--- src/rtl/xor_weight_counter_pkg.sv ---
// rtl/xor_weight_counter_pkg.sv - shared types and defaults for the XOR weight counter
package xor_weight_counter_pkg;

   localparam int WIDTH_DEF = 20;
   localparam int CW_DEF    = 5;
   localparam int ACC_W_DEF = 16;
   localparam int SAT_MAX   = (1 << ACC_W_DEF) - 1;

   typedef enum logic [1:0] {
      IDLE  = 2'd0,
      SHIFT = 2'd1,
      DONE  = 2'd2
   } state_t;

endpackage

--- src/rtl/xor_weight_counter_if.sv ---
// rtl/xor_weight_counter_if.sv - difference-word input and weight/match result handshakes
interface xor_weight_counter_if
   import xor_weight_counter_pkg::*;
#(
   parameter int WIDTH = WIDTH_DEF,
   parameter int CW    = CW_DEF
);

   logic             in_valid;
   logic             in_ready;
   logic [WIDTH-1:0] diff;
   logic             out_valid;
   logic             out_ready;
   logic [CW-1:0]    weight;
   logic             match;

   modport master (
      output in_valid, diff, out_ready,
      input  in_ready, out_valid, weight, match
   );

   modport slave (
      input  in_valid, diff, out_ready,
      output in_ready, out_valid, weight, match
   );

endinterface

--- src/rtl/xor_weight_counter_popcnt_shifter.sv ---
// rtl/xor_weight_counter_popcnt_shifter.sv - serial popcount, one bit per step
module xor_weight_counter_popcnt_shifter
   import xor_weight_counter_pkg::*;
#(
   parameter int WIDTH = WIDTH_DEF,
   parameter int CW    = CW_DEF
) (
   input  logic             clk,
   input  logic             rst,
   input  logic             load_i,
   input  logic             step_i,
   input  logic [WIDTH-1:0] data_i,
   output logic             last_o,
   output logic [CW-1:0]    count_o
);

   localparam int IW = (WIDTH > 1) ? $clog2(WIDTH) : 1;

   logic [WIDTH-1:0] shreg_q, shreg_d;
   logic [IW-1:0]    idx_q, idx_d;
   logic [CW-1:0]    cnt_q, cnt_d;

   // count_o already includes the bit being consumed this step
   assign count_o = cnt_q + CW'(shreg_q[0]);
   assign last_o  = (idx_q == IW'(WIDTH - 1));

   always_comb begin
      shreg_d = shreg_q;
      idx_d   = idx_q;
      cnt_d   = cnt_q;
      if (load_i) begin
         shreg_d = data_i;
         idx_d   = '0;
         cnt_d   = '0;
      end else if (step_i) begin
         shreg_d = shreg_q >> 1;
         idx_d   = idx_q + IW'(1);
         cnt_d   = count_o;
      end
   end

   always_ff @(posedge clk or posedge rst) begin
      if (rst) begin
         shreg_q <= '0;
         idx_q   <= '0;
         cnt_q   <= '0;
      end else begin
         shreg_q <= shreg_d;
         idx_q   <= idx_d;
         cnt_q   <= cnt_d;
      end
   end

endmodule

--- src/rtl/xor_weight_counter.sv ---
// rtl/xor_weight_counter.sv - serial Hamming weight of XOR words with threshold flag and saturating total
module xor_weight_counter
   import xor_weight_counter_pkg::*;
#(
   parameter int WIDTH  = WIDTH_DEF,
   parameter int CW     = CW_DEF,
   parameter int ACC_W  = ACC_W_DEF,
   parameter int THRESH = 3
) (
   input  logic             clk,
   input  logic             rst,
   xor_weight_counter_if.slave bus,
   input  logic             clr,
   output logic [ACC_W-1:0] total
);

   localparam logic [ACC_W-1:0] SAT_LIM = '1;

   state_t state_q, state_d;

   logic          in_ready, out_valid;
   logic          load, step, last, done_hs;
   logic [CW-1:0] count;

   logic [CW-1:0]    weight_q, weight_d;
   logic             match_q, match_d;
   logic [ACC_W-1:0] total_q, total_d;
   logic [ACC_W:0]   sum;

   xor_weight_counter_popcnt_shifter #(
      .WIDTH (WIDTH),
      .CW    (CW)
   ) u_shifter (
      .clk     (clk),
      .rst     (rst),
      .load_i  (load),
      .step_i  (step),
      .data_i  (bus.diff),
      .last_o  (last),
      .count_o (count)
   );

   always_ff @(posedge clk or posedge rst) begin
      if (rst) state_q <= IDLE;
      else     state_q <= state_d;
   end

   always_comb begin
      state_d = state_q;
      case (state_q)
         IDLE:    if (bus.in_valid)  state_d = SHIFT;
         SHIFT:   if (last)          state_d = DONE;
         DONE:    if (bus.out_ready) state_d = IDLE;
         default: state_d = IDLE;
      endcase
   end

   always_comb begin
      in_ready  = 1'b0;
      out_valid = 1'b0;
      load      = 1'b0;
      step      = 1'b0;
      done_hs   = 1'b0;
      case (state_q)
         IDLE: begin
            in_ready = 1'b1;
            load     = bus.in_valid;
         end
         SHIFT: step = 1'b1;
         DONE: begin
            out_valid = 1'b1;
            done_hs   = bus.out_ready;
         end
         default: ;
      endcase
   end

   // widen by one bit so the carry out of the add marks saturation
   assign sum = {1'b0, total_q} + (ACC_W + 1)'(weight_q);

   always_comb begin
      weight_d = weight_q;
      match_d  = match_q;
      total_d  = total_q;
      if (step && last) begin
         weight_d = count;
         match_d  = (32'(count) <= THRESH);
      end
      if (clr) begin
         total_d = '0;
      end else if (done_hs) begin
         total_d = (sum > {1'b0, SAT_LIM}) ? SAT_LIM : sum[ACC_W-1:0];
      end
   end

   always_ff @(posedge clk or posedge rst) begin
      if (rst) begin
         weight_q <= '0;
         match_q  <= 1'b0;
         total_q  <= '0;
      end else begin
         weight_q <= weight_d;
         match_q  <= match_d;
         total_q  <= total_d;
      end
   end

   assign bus.in_ready  = in_ready;
   assign bus.out_valid = out_valid;
   assign bus.weight    = weight_q;
   assign bus.match     = match_q;
   assign total         = total_q;

endmodule

--- src/flat_wrapper.sv ---
// flat-port wrapper written by rule: the top's interface ports become plain ports
module xor_weight_counter_flat import xor_weight_counter_pkg::*;
#(
   parameter int WIDTH  = WIDTH_DEF,
   parameter int CW     = CW_DEF,
   parameter int ACC_W  = ACC_W_DEF,
   parameter int THRESH = 3
)
  (clk, rst, clr, total, bus_in_valid, bus_diff, bus_out_ready, bus_in_ready, bus_out_valid, bus_weight, bus_match);
  xor_weight_counter_if #(.WIDTH(WIDTH), .CW(CW)) bus_i ();
  input  logic clk;
  input  logic rst;
  input  logic clr;
  output logic [ACC_W-1:0] total;
  input wire logic [$bits(bus_i.in_valid)-1:0] bus_in_valid;
  input wire logic [$bits(bus_i.diff)-1:0] bus_diff;
  input wire logic [$bits(bus_i.out_ready)-1:0] bus_out_ready;
  output wire logic [$bits(bus_i.in_ready)-1:0] bus_in_ready;
  output wire logic [$bits(bus_i.out_valid)-1:0] bus_out_valid;
  output wire logic [$bits(bus_i.weight)-1:0] bus_weight;
  output wire logic [$bits(bus_i.match)-1:0] bus_match;
  assign bus_i.in_valid = bus_in_valid;
  assign bus_i.diff = bus_diff;
  assign bus_i.out_ready = bus_out_ready;
  assign bus_in_ready = bus_i.in_ready;
  assign bus_out_valid = bus_i.out_valid;
  assign bus_weight = bus_i.weight;
  assign bus_match = bus_i.match;
  xor_weight_counter #(.WIDTH(WIDTH), .CW(CW), .ACC_W(ACC_W), .THRESH(THRESH)) u_core (.clk(clk), .rst(rst), .bus(bus_i), .clr(clr), .total(total));
endmodule
--- config.mk ---
export PLATFORM = sky130hd
export DESIGN_NAME = xor_weight_counter_flat
export DESIGN_NICKNAME = d
export VERILOG_FILES = /design/src/rtl/xor_weight_counter_pkg.sv /design/src/rtl/xor_weight_counter_if.sv /design/src/rtl/xor_weight_counter_popcnt_shifter.sv /design/src/rtl/xor_weight_counter.sv /design/src/flat_wrapper.sv
export SDC_FILE = /design/constraint.sdc
export NUM_CORES = 1
export LEC_CHECK = 0
export ABC_AREA = 1
export BUFFER_PORTS_ARGS = -buffer_cell sky130_fd_sc_hd__buf_2
export CAP_MARGIN = 10
export CELL_PAD_IN_SITES_DETAIL_PLACEMENT = 1
export CELL_PAD_IN_SITES_GLOBAL_PLACEMENT = 2
export CORE_ASPECT_RATIO = 0.75
export CORE_MARGIN = 2
export CORE_UTILIZATION = 37
export CTS_BUF_LIST = sky130_fd_sc_hd__clkbuf_4
export DETAILED_ROUTE_END_ITERATION = 12
export PLACE_DENSITY = 0.88
export SETUP_SLACK_MARGIN = 0.1
export SKIP_CTS_REPAIR_TIMING = 1
export SKIP_LAST_GASP = 1
export SYNTH_ARGS = -nofsm -noshare
export SYNTH_HDL_FRONTEND = slang
export SYNTH_SLANG_ARGS = --single-unit
--- constraint.sdc ---
create_clock -name clk -period 2.7 [get_ports clk]
set_input_delay 0 -clock clk [delete_from_list [all_inputs] [get_ports clk]]
set_output_delay 0 -clock clk [all_outputs]
set_load 0.1 [all_outputs]
==> results.md <==
* FP Rows at 28
* Critical path buffers and inverters at 2
* Vias in the first global route at 2615
* Final setup viols at 0
* Area Growth Syn to Fin at 20.69%
* Largest net degree at the start of global routing at 33
* Comb pwr share at 42.3%
* Ports at 49
* Pins Over Slew Limit at 0
* Antenna violations before repair at 0
* Reg-to-Reg Start: u_core.bus.weight[0]$_DFFE_PP0P_
* Tcrit/Tclk final at 78.86%
* Final critical path time including I/O delays and setup at 2.129 ns
* Setup CP Type: reg2reg
* Final TNS setup at 0 ns
* Relative slew slack at 55.97%
* Net Sw Frac at 44.04%
* DR vias at 2656
* R2r endpoint: u_core.total[11]$_DFFE_PP0P_
* Worst Hold End: u_core.state_q[0]$_DFFE_PP0P_
* Clock Latency Late Sink at 0.38 ns
* Hold path startpoint: bus_in_valid
* Power density over the cells at 803.4 nW/um2
* Htree depth at 2
* DRT Wirelength at 7853 um
* DR pass1 iterations at 4
* Layout Skew at 0.01070 ns
* Commonest cells post-synth: nand2_1, dfrtp_1, inv_1
* Syn. warnings at 0
* Peak VDD IR at 0.4545 mV
* Post-synth top area cell: dfrtp_1
* FF-to-FF setup slack at 0.57 ns
* Status: finished clean
* Hold Fails Final Rpt at 0
* Total GRT Usage at 18.32%
* Worst endpoint required time at 3.02 ns
* Top-count cell post-synth: nand2_1
* Lkg Pwr at 1.873 nW
* Crit-path cells: ha_1, inv_1, fa_1, inv_1, nand3_1, nand2_2, nand3_2, nand2_4, nand2_4, nand3_1, nand2_1, nand2_1
* Synth cell types at 31
* Remaining DRCs at 0
* CP Capture Type: flop
* Die H at 81.83 um
* P_int at 1.621 mW
* Crit path launch type: flop
* Overall power at 2.897 mW
* Hold Path Cell Cnt at 3
* ANT nets after route at 0
* Max Cap Viol at 0
* Worst slew pin tran at 0.6597 ns
* Ant. Diodes at 0
* HPWL after detailed placement at 5533 um
* Top_reg_cell synth: dfrtp_1
* #FFs+latches synth at 54
* Clk slew on worst S/H paths at 0.16 ns
* Yosys top cell area share at 45.23%
* Critical path peak fanout at 14
* Ys async rst share at 100.0%
* Fmax at 0.4696 GHz
* Gr ovfl total at 0
* Flop pwr share at 41.3%
* Number of port buffers at 48
* Detailed-route vias per instance at 4.937
* Layout cell share with drive strength beyond 1 at 21.71%
* Clock Power Share at 16.4%
* First-pass GRT wire length at 12770 um
* Post-synth EDFFs at 0
* RePlAce Congestion at 0.7729
* Unrepaired setup endpoints after global routing: false
* CTS tree: done
* WL/cell at 14.60 um
* Final net count at 466
* Core footprint at 7848 um2
* Die area at 8818 um2
* Die X at 107.8 um
* P_sw at 1.276 mW
* Fillers at 985
* Max stage delay cell, worst path: dfrtp_1
* Cts bufs inserted at 5
* Register area share after synthesis at 45.23%
* CTS root buf: clkbuf_4
* Syn avg cell area at 8.208 um2
* Starting Density at 38.07%
* Min-Delay Path Class: in2reg
* CP max stage delay at 0.43 ns
* Syn nets at 398
* Clk sinks at 54
* CP top delay family: simple AND/OR/NAND/NOR gates
* Crit path from: u_core.bus.weight[0]$_DFFE_PP0P_
* FF-to-FF path depth at 12
* WP data arrival at 2.45 ns
* Synth top area cells: dfrtp_1, nand2_1, inv_1
* Hold_ws at 0.1484 ns
* Longest Clk Path Bufs at 2
* Synthesized area at 2988 um2
* DR iter-0 viols at 73
* Post-Synthesis Cells at 364
[registers in the layout (all words and copies together), names as in the netlist]
name and flops:
u_core.u_shifter.idx_q 5, u_core.u_shifter.cnt_q 5, u_core.bus.weight 5, u_core.total 16
u_core.state_q 2, u_core.u_shifter.shreg_q 20, u_core.bus.match 1
[how the worst max path moves through the flow]
| stage | endpoint | slack (ns) | depth (start not counted) |
|---|---|---|---|
| 6_report | u_core.total[11]$_DFFE_PP0P_ | 0.57 | 12 |
| 5_1_grt | u_core.total[11]$_DFFE_PP0P_ | 0.39 | 12 |
| 4_1_cts | u_core.total[11]$_DFFE_PP0P_ | 0.56 | 12 |
| 3_5_place_dp | u_core.total[1]$_DFFE_PP0P_ | 0.62 | 12 |
| 3_3_place_gp | u_core.total[1]$_DFFE_PP0P_ | 0.77 | 12 |
| 2_1_floorplan | u_core.total[5]$_DFFE_PP0P_ | 0.18 | 13 |
[final cells by class]
| cell class | count | area (um2) | area share (%) |
|---|---|---|---|
| Clock buffer | 6 | 45.04 | 1.249 |
| Clock inverter | 2 | 37.54 | 1.041 |
| Inverter | 55 | 206.4 | 5.725 |
| Multi-Input combinational cell | 244 | 1356 | 37.61 |
| Sequential cell | 54 | 1351 | 37.47 |
| Tap cell | 105 | 131.4 | 3.643 |
| Timing Repair Buffer | 72 | 478.0 | 13.25 |
[power groups by stage]
| stage | logic (mW) | clock network (mW) | registers [mW] |
|---|---|---|---|
| 2_1_floorplan | 0.789 | 0 | 1.38 |
| 3_3_place_gp | 1.17 | 0 | 1.20 |
| 3_5_place_dp | 1.21 | 0 | 1.21 |
| 4_1_cts | 1.21 | 0.501 | 1.20 |
| 5_1_grt | 1.38 | 0.525 | 1.22 |
| 6_report | 1.22 | 0.476 | 1.20 |
[worst min-delay path, delay by kind of cell]
| kind | cells | cell delay [ns] |
|---|---|---|
| simple gates | 2 | 0.41 |
| buf+inv | 1 | 0.09 |
[logic make-up (layout without fill, tap and decap cells)]
family,after synthesis,in the layout,synth area share (%)
AND/OR/NAND/NOR,182,182,28.27
buffers and inverters,66,135,9.464
flip-flops,54,54,45.23
AO/OA/AOI/OAI,48,48,11.56
adder cells (fa/ha/maj),9,9,4.020
XOR/XNOR,5,5,1.466
[layout by cell type (no fill, tap or decap), drive strengths merged, types with 4 or more instances in the layout]
| cell | n |
|---|---|
| o211ai | 4 |
| nand2 | 118 |
| o221ai | 16 |
| buf | 49 |
| o21ai | 23 |
| inv | 53 |
| nand3 | 36 |
| nand4 | 5 |
| dfrtp | 54 |
| nor2 | 19 |
| ha | 8 |
| clkbuf | 6 |
| dlygate4sd3 | 23 |
[stage by stage]
| stage | area (um2) | setup slack, ns | std cells | util [%] |
|---|---|---|---|---|
| floorplan | 2990 | 0.1832 | 364 | - |
| global placement | 3293 | 0.7654 | 507 | 41.96 |
| detailed placement | 3293 | 0.6226 | 507 | 41.96 |
| CTS | 3376 | 0.5599 | 515 | 43.02 |
| global route | 3606 | 0.3932 | 538 | 45.95 |
| finish | 3606 | 0.5707 | 538 | 45.95 |
[layer usage]
| layer | share of wire, % | track usage (%) |
|---|---|---|
| met5 | 0 | 0 |
| met4 | 0.78 | 3.846 |
| met3 | 2.2 | 2.857 |
| met2 | 47 | 30.57 |
| met1 | 50 | 25.38 |
Power figures use the tool's default switching activity.
